`src/rtl/reg_scoreboard.sv`:
```
// GPR pending-write scoreboard: per-register in-flight counters, RAW/saturation issue stall,
// busy mask and total outstanding count. Define SB_WB_BYPASS_EN to let a same-cycle final writeback release the stall.
module reg_scoreboard #(
    parameter int NREG  = 32,
    parameter int CNT_W = 2,
    parameter int TOT_W = 6
) (
    input  logic             clk,
    input  logic             resetn,
    input  logic             issue_valid,
    input  logic             issue_wen,
    input  logic [4:0]       issue_waddr,
    input  logic [4:0]       issue_raddr1,
    input  logic [4:0]       issue_raddr2,
    output logic             issue_stall,
    input  logic             wb_valid,
    input  logic [4:0]       wb_waddr,
    input  logic             flush,
    output logic [NREG-1:0]  busy_mask,
    output logic [TOT_W-1:0] outstanding,
    output logic             sb_err
);

    localparam logic [CNT_W-1:0] CNT_MAX = '1;

    logic [CNT_W-1:0] cnt [NREG];

    logic raw1, raw2, sat;
    logic mask1, mask2, maskw;
    logic accept, inc_req, dec_req, same_reg;
    logic inc_eff, dec_eff, wb_underflow;

`ifdef SB_WB_BYPASS_EN
    // A writeback that drains the last pending write frees that register in the same cycle.
    logic wb_free;
    assign wb_free = wb_valid && (wb_waddr != 5'd0) && (cnt[wb_waddr] == CNT_W'(1));
    assign mask1   = wb_free && (wb_waddr == issue_raddr1);
    assign mask2   = wb_free && (wb_waddr == issue_raddr2);
    assign maskw   = wb_free && (wb_waddr == issue_waddr);
`else
    assign mask1 = 1'b0;
    assign mask2 = 1'b0;
    assign maskw = 1'b0;
`endif

    assign raw1 = (issue_raddr1 != 5'd0) && (cnt[issue_raddr1] != '0) && !mask1;
    assign raw2 = (issue_raddr2 != 5'd0) && (cnt[issue_raddr2] != '0) && !mask2;
    assign sat  = issue_wen && (issue_waddr != 5'd0) && (cnt[issue_waddr] == CNT_MAX) && !maskw;

    assign issue_stall = issue_valid && (raw1 || raw2 || sat);
    assign accept      = issue_valid && !issue_stall;

    assign inc_req  = accept && issue_wen && (issue_waddr != 5'd0);
    assign dec_req  = wb_valid && (wb_waddr != 5'd0);
    assign same_reg = (issue_waddr == wb_waddr);

    // Accept and retire on one register cancel out, even when its counter is zero.
    assign inc_eff      = inc_req && !(dec_req && same_reg);
    assign dec_eff      = dec_req && !(inc_req && same_reg) && (cnt[wb_waddr] != '0);
    assign wb_underflow = dec_req && !(inc_req && same_reg) && (cnt[wb_waddr] == '0);

    always_comb begin
        // NOTE: every combinational output gets a default first so no path leaves it unassigned (no latch).
        busy_mask = '0;
        for (int i = 1; i < NREG; i++) begin
            busy_mask[i] = (cnt[i] != '0);
        end
    end

    always_ff @(posedge clk or negedge resetn) begin
        if (!resetn) begin
            // NOTE: the counter array is control state, not data storage, so every entry is reset.
            for (int i = 0; i < NREG; i++) begin
                cnt[i] <= '0;
            end
            outstanding <= '0;
            sb_err      <= 1'b0;
        end else if (flush) begin
            for (int i = 0; i < NREG; i++) begin
                cnt[i] <= '0;
            end
            outstanding <= '0;
        end else begin
            if (inc_eff) begin
                cnt[issue_waddr] <= cnt[issue_waddr] + CNT_W'(1);
            end
            if (dec_eff) begin
                cnt[wb_waddr] <= cnt[wb_waddr] - CNT_W'(1);
            end
            if (wb_underflow) begin
                sb_err <= 1'b1;
            end
            outstanding <= outstanding + TOT_W'(inc_eff) - TOT_W'(dec_eff);
        end
    end

endmodule

```
`config.mk`:
```
export PLATFORM = sky130hd
export DESIGN_NAME = reg_scoreboard
export DESIGN_NICKNAME = d
export VERILOG_FILES = /design/src/rtl/reg_scoreboard.sv
export SDC_FILE = /design/constraint.sdc
export NUM_CORES = 1
export LEC_CHECK = 0
export ABC_AREA = 1
export CAP_MARGIN = 30
export CORE_ASPECT_RATIO = 0.75
export CORE_MARGIN = 3
export CORE_UTILIZATION = 59
export DETAILED_ROUTE_END_ITERATION = 7
export PLACE_DENSITY = 0.8
export REMOVE_ABC_BUFFERS = 1
export SLEW_MARGIN = 20
export SYNTH_ARGS = -nofsm -noshare
export SYNTH_HDL_FRONTEND = slang
export SYNTH_SLANG_ARGS = --single-unit
```
`constraint.sdc`:
```
create_clock -name clk -period 4.7 [get_ports clk]
set_input_delay 0.47 -clock clk [delete_from_list [all_inputs] [get_ports clk]]
set_output_delay 0.47 -clock clk [all_outputs]
set_load 0.005 [all_outputs]
```
Yosys cells after proc, flatten, opt, wreduce, memory -nomap -nowiden --
Index checks and enable logic that the tools add are counted.
Storage, ports and cells: flip-flop bits (word level) 71, output and inout bits 40
Cells by class: $lt $le $gt $ge 6, multiplexer cells 23, bitwise operators 5, add/subtract/negate cells 4, equal/unequal tests 2, reductions and logical operators 62
Operators by type and width (count):
- 2-to-1 mux 64 bit | 4
- bitwise mux 64 bit | 2
- nonzero test 2 bit | 34
- binary-select mux 2 bit (select 5 bit) | 4
- greater-or-equal comparator 6 bit, second input constant | 4
- NOT 5 -> 6 bit | 4
- demux 2 bit (select 5 bit) | 2
- 2-to-1 mux 2 bit | 10
- nonzero test 5 bit | 4
- logical AND 1 bit | 17
- < comparator 6 x 1 -> 1 bit, second input constant | 2
- adder 6 x 1 -> 6 bit | 1
- 2-to-1 mux 6 bit | 1
- subtractor 6 x 1 -> 6 bit | 1
- == test 5 bit | 1
- zero test 1 bit | 3
- adder 2 x 1 -> 2 bit, second input constant | 1
- == test 2 bit, second input constant | 1
- zero test 2 bit | 1
- logical OR 1 bit | 2
- AND reduction 2 bit | 1
- subtractor 2 x 1 -> 2 bit, second input constant | 1
- NOT 1 bit | 1

Depth between registers and ports, before layout --
word-level depth 19, gate-level depth with buffers 31

Worst setup path before layout --
No wires, ideal clock.
path type input -> register, start point input port issue_waddr[0], end point register outstanding[4], path buffers 3, required time 4.576 ns, stages on the path 28, setup slack 0.591 ns, library setup time 0.124 ns, arrival time 3.985 ns, cell sequence inv_2 -> nor2_2 -> inv_1 -> buf_4 -> clkbuf_1 -> o22ai_1 -> o21ai_0 -> nand4_1 -> or2_2 -> ha_1 -> inv_1 -> nor2_1 -> o21bai_1 -> nor2_1 -> nand3_1 -> buf_2 -> nand2_1 -> nor2_1 -> ha_1 -> inv_1 -> ha_1 -> fa_1 -> nand2_1 -> inv_1 -> nor2_1 -> o21bai_1 -> o21ai_0 -> a21oi_1
On the way: longest elaborated chain between the ends 18, elaborated cells on any way between the ends 25
RTL lines:
- start, declared | RTL line 12 | input logic [4:0] issue_waddr,
- parallel branches: the longest is 16 deep, another holds NOT 5 -> 6 bit
- subtractor 6 x 1 -> 6 bit * | RTL line 93 | outstanding <= outstanding + TOT_W'(inc_eff) - TOT_W'(dec_eff);
- 2-to-1 mux 6 bit * | RTL line 78 | end else if (flush) begin
- end signal, assigned | RTL line 93
- end, declared | RTL line 20 | output logic [TOT_W-1:0] outstanding,
Mark *: on every way between the ends. The select of a mux whose other input is x is not followed. A chain may end at the register's enable or synchronous reset.

Worst setup path in the final report --
start point input port issue_waddr[1], end point register outstanding[4]
The elaborated chain is that of the path after synthesis.

==> impl_metrics.env <==
export IMPL_synth_warnings=0
export IMPL_grt_use_total=0.386
export IMPL_cts_clk_slew_worst_paths_ps=70
export IMPL_io_buffers=64
export IMPL_final_util=0.727
export IMPL_grt_pass1_wl_mm=40.7
export IMPL_hold_viol=0
export IMPL_drive_gt1_frac=0.0560
export IMPL_via_per_inst=5.98
export IMPL_finalCritPeriodShare=0.929
export IMPL_nFillCells=998
export IMPL_cts_sinks=71
export IMPL_synth_top_area_frac=0.251
export IMPL_start_kind="input pin"
export IMPL_netlist_top_cells_area="dfrtp_1 (25%), nand2_1 (13%), nor2_1 (12%)"
export IMPL_synth_adder_area_share=0.0170
export IMPL_leakage_nw=4.59
export IMPL_maxCapViolations=0
export IMPL_ff_latch_area_sq_um=1780
export IMPL_synth_edf_count=0
export IMPL_arrival_ps=4590
export IMPL_async_reset_ff_frac=1.00
export IMPL_ant_nets=0
export IMPL_critPathMaxFanout=14
export IMPL_dieArea_sq_um=13400
export IMPL_pre_cts_ws_ps=76.9
export IMPL_ys_seq_elements=71
export IMPL_areaGrowthSynthToFinish_pct=16.3
export IMPL_post_cts_resized=0
export IMPL_p_per_area_nw_per_um2=294
export IMPL_wire_per_inst_microns=18.0
export IMPL_grt_ovfl_total=0
export IMPL_drtIter0Drc=1199
export IMPL_synth_cell_types=35
export IMPL_finClkSkew_ps=13.1
export IMPL_gp_congestion=0.988
export IMPL_synth_most_common_cell="nand2_1"
export IMPL_grt_pass1_vias=7564
export IMPL_setup_viol=0
export IMPL_post_synth_mux_area_share=0.0255
export IMPL_synth_compound_area_frac=0.215
export IMPL_die_h_microns=101
export IMPL_endpoint_kind="flop"
export IMPL_rows=33
export IMPL_vias=8628
export IMPL_synth_area_sq_um=7080
export IMPL_synth_cells=1230
export IMPL_cts_buffers=9
export IMPL_synth_top_cell_by_area="dfrtp_1"
export IMPL_slew_violations=0
export IMPL_clock_path_buffers=2
export IMPL_antenna_found_initial=0
export IMPL_worstMarginPinSlew_ps=631
export IMPL_ys_top_cells_by_count="nand2_1 (238), nor2_1 (228), inv_1 (217)"
export IMPL_worst_slack_ps=333
export IMPL_post_cts_setup_buffers=0
export IMPL_cts_tree="yes"
export IMPL_grt_max_degree=116
export IMPL_period_needed_ps=4370
export IMPL_antenna_cells=0
export IMPL_multi_input_area_sq_um=4160
export IMPL_synth_xor_area_frac=0.00371
export IMPL_syn_area_per_cell_sq_um=5.75
export IMPL_clk_latency_ps=350
export IMPL_synth_top_family_by_area="simple AND/OR/NAND/NOR gates"
export IMPL_cp_slowest_stage_delay_ps=550
export IMPL_coreArea_sq_um=11300
export IMPL_drt_wl_total_mm=26.0
export IMPL_max_vdd_ir_drop_uv=197
export IMPL_synth_simple_area_share=0.325
export IMPL_relSlewSlack=0.576
export IMPL_ys_seq_area_frac=0.251
export IMPL_cts_hold_fix_buffers=0
export IMPL_status="finished clean"
export IMPL_start_util=0.625
export IMPL_drc=0
export IMPL_hpwl_mm=18.8
export IMPL_io_pins=66
export IMPL_max_freq_mhz=229
export IMPL_crit_type="input pin to flop"
export IMPL_ys_flop_type="dfrtp_1"
export IMPL_rsz0062_at_grt="false"
export IMPL_cp_slowest_cell="clkdlybuf4s50_1"
export IMPL_layout_nets=1316
export IMPL_die_x_microns=132
export IMPL_crit_required_ps=4930
export IMPL_clockRootBuffer="clkbuf_16"
export IMPL_h_tree_depth=3
export IMPL_first_pass_iters=6
export IMPL_min_path_type="input pin to asynchronous set/reset pin"
export IMPL_rr_worst_depth=23
-- worst max-delay path: cells and delay by family --
family	cells	cell delay (ps)
fa+ha+maj	4	1040
compound gates	6	800
simple gates	10	1120
buf+inv	7	1140
-- final timing paths --
kind,startpoint,end,slack (ps)
worst max-delay path,issue_waddr[1],outstanding[4],330
worst min-delay path,resetn,cnt[62],70
worst max register to register,cnt[11],outstanding[4],950
worst min register to register,sb_err,sb_err,530
max in group asynchronous,resetn,cnt[17],4050
min in group clk,sb_err,sb_err,530
-- layer usage --
| layer | track usage | share of wire |
|---|---|---|
| met2 | 0.549 | 0.39 |
| met4 | 0.129 | 0.036 |
| met3 | 0.123 | 0.15 |
| met1 | 0.554 | 0.42 |
| met5 | 0 | 0 |
-- stage by stage --
step / instance area, sq um / hold slack [ps] / instances / power [W] / TNS (ps)
after floorplan: 6790 / 174 / 1174 / 0.00127 / -3320
after global placement: 7880 / 493 / 1425 / 0.00165 / 0
after detailed placement: 7880 / 497 / 1425 / 0.00166 / 0
after CTS: 8190 / 314 / 1441 / 0.00238 / 0
after global routing: 8230 / 91.3 / 1443 / 0.00255 / 0
final: 8230 / 67.8 / 1443 / 0.00242 / 0
-- flip-flops by register name, summed over array words and instances (netlist names) --
register / count
sb_err: 1
outstanding: 6
cnt: 64
-- area by class of cell --
class | instances | share of cell area
Clock buffer | 9 | 0.0274
Clock inverter | 7 | 0.00973
Inverter | 229 | 0.104
Multi-Input combinational cell | 874 | 0.506
Sequential cell | 71 | 0.216
Tap cell | 157 | 0.0239
Timing Repair Buffer | 96 | 0.113
-- kinds of logic after synthesis --
logic type / count (synthesis)
XOR/XNOR: 3
adder cells (fa/ha/maj): 9
buffers and inverters: 285
AND/OR/NAND/NOR: 559
other: 1
flip-flops: 71
multiplexers: 18
AO/OA/AOI/OAI: 284
-- where the power goes --
| part | total (W) | switching (W) | internal [W] |
|---|---|---|---|
| Combinational | 0.000987 | 0.000624 | 0.000363 |
| Clock | 0.000725 | 0.000307 | 0.000418 |
| Sequential | 0.000707 | 0.0000375 | 0.000669 |
-- layout by cell type, fill, tap and decap left out, types with 2 or more instances in the layout --
master / count
a31oi_1: 2
inv_1: 217
nor2_1: 227
clkbuf_16: 9
o21ai_0: 137
clkinv_4: 2
mux2i_1: 18
nand3_1: 31
nand2_2: 2
clkinv_1: 2
nor3_1: 12
o21bai_1: 3
o22ai_1: 65
nor2_4: 3
clkdlybuf4s50_1: 63
nand4_1: 37
xor2_1: 2
ha_1: 8
nor2_2: 5
dfrtp_1: 71
a21oi_1: 33
o21ai_1: 42
buf_4: 29
buf_12: 4
nand2_1: 238
inv_2: 10
(Power assumes the default switching activity.)
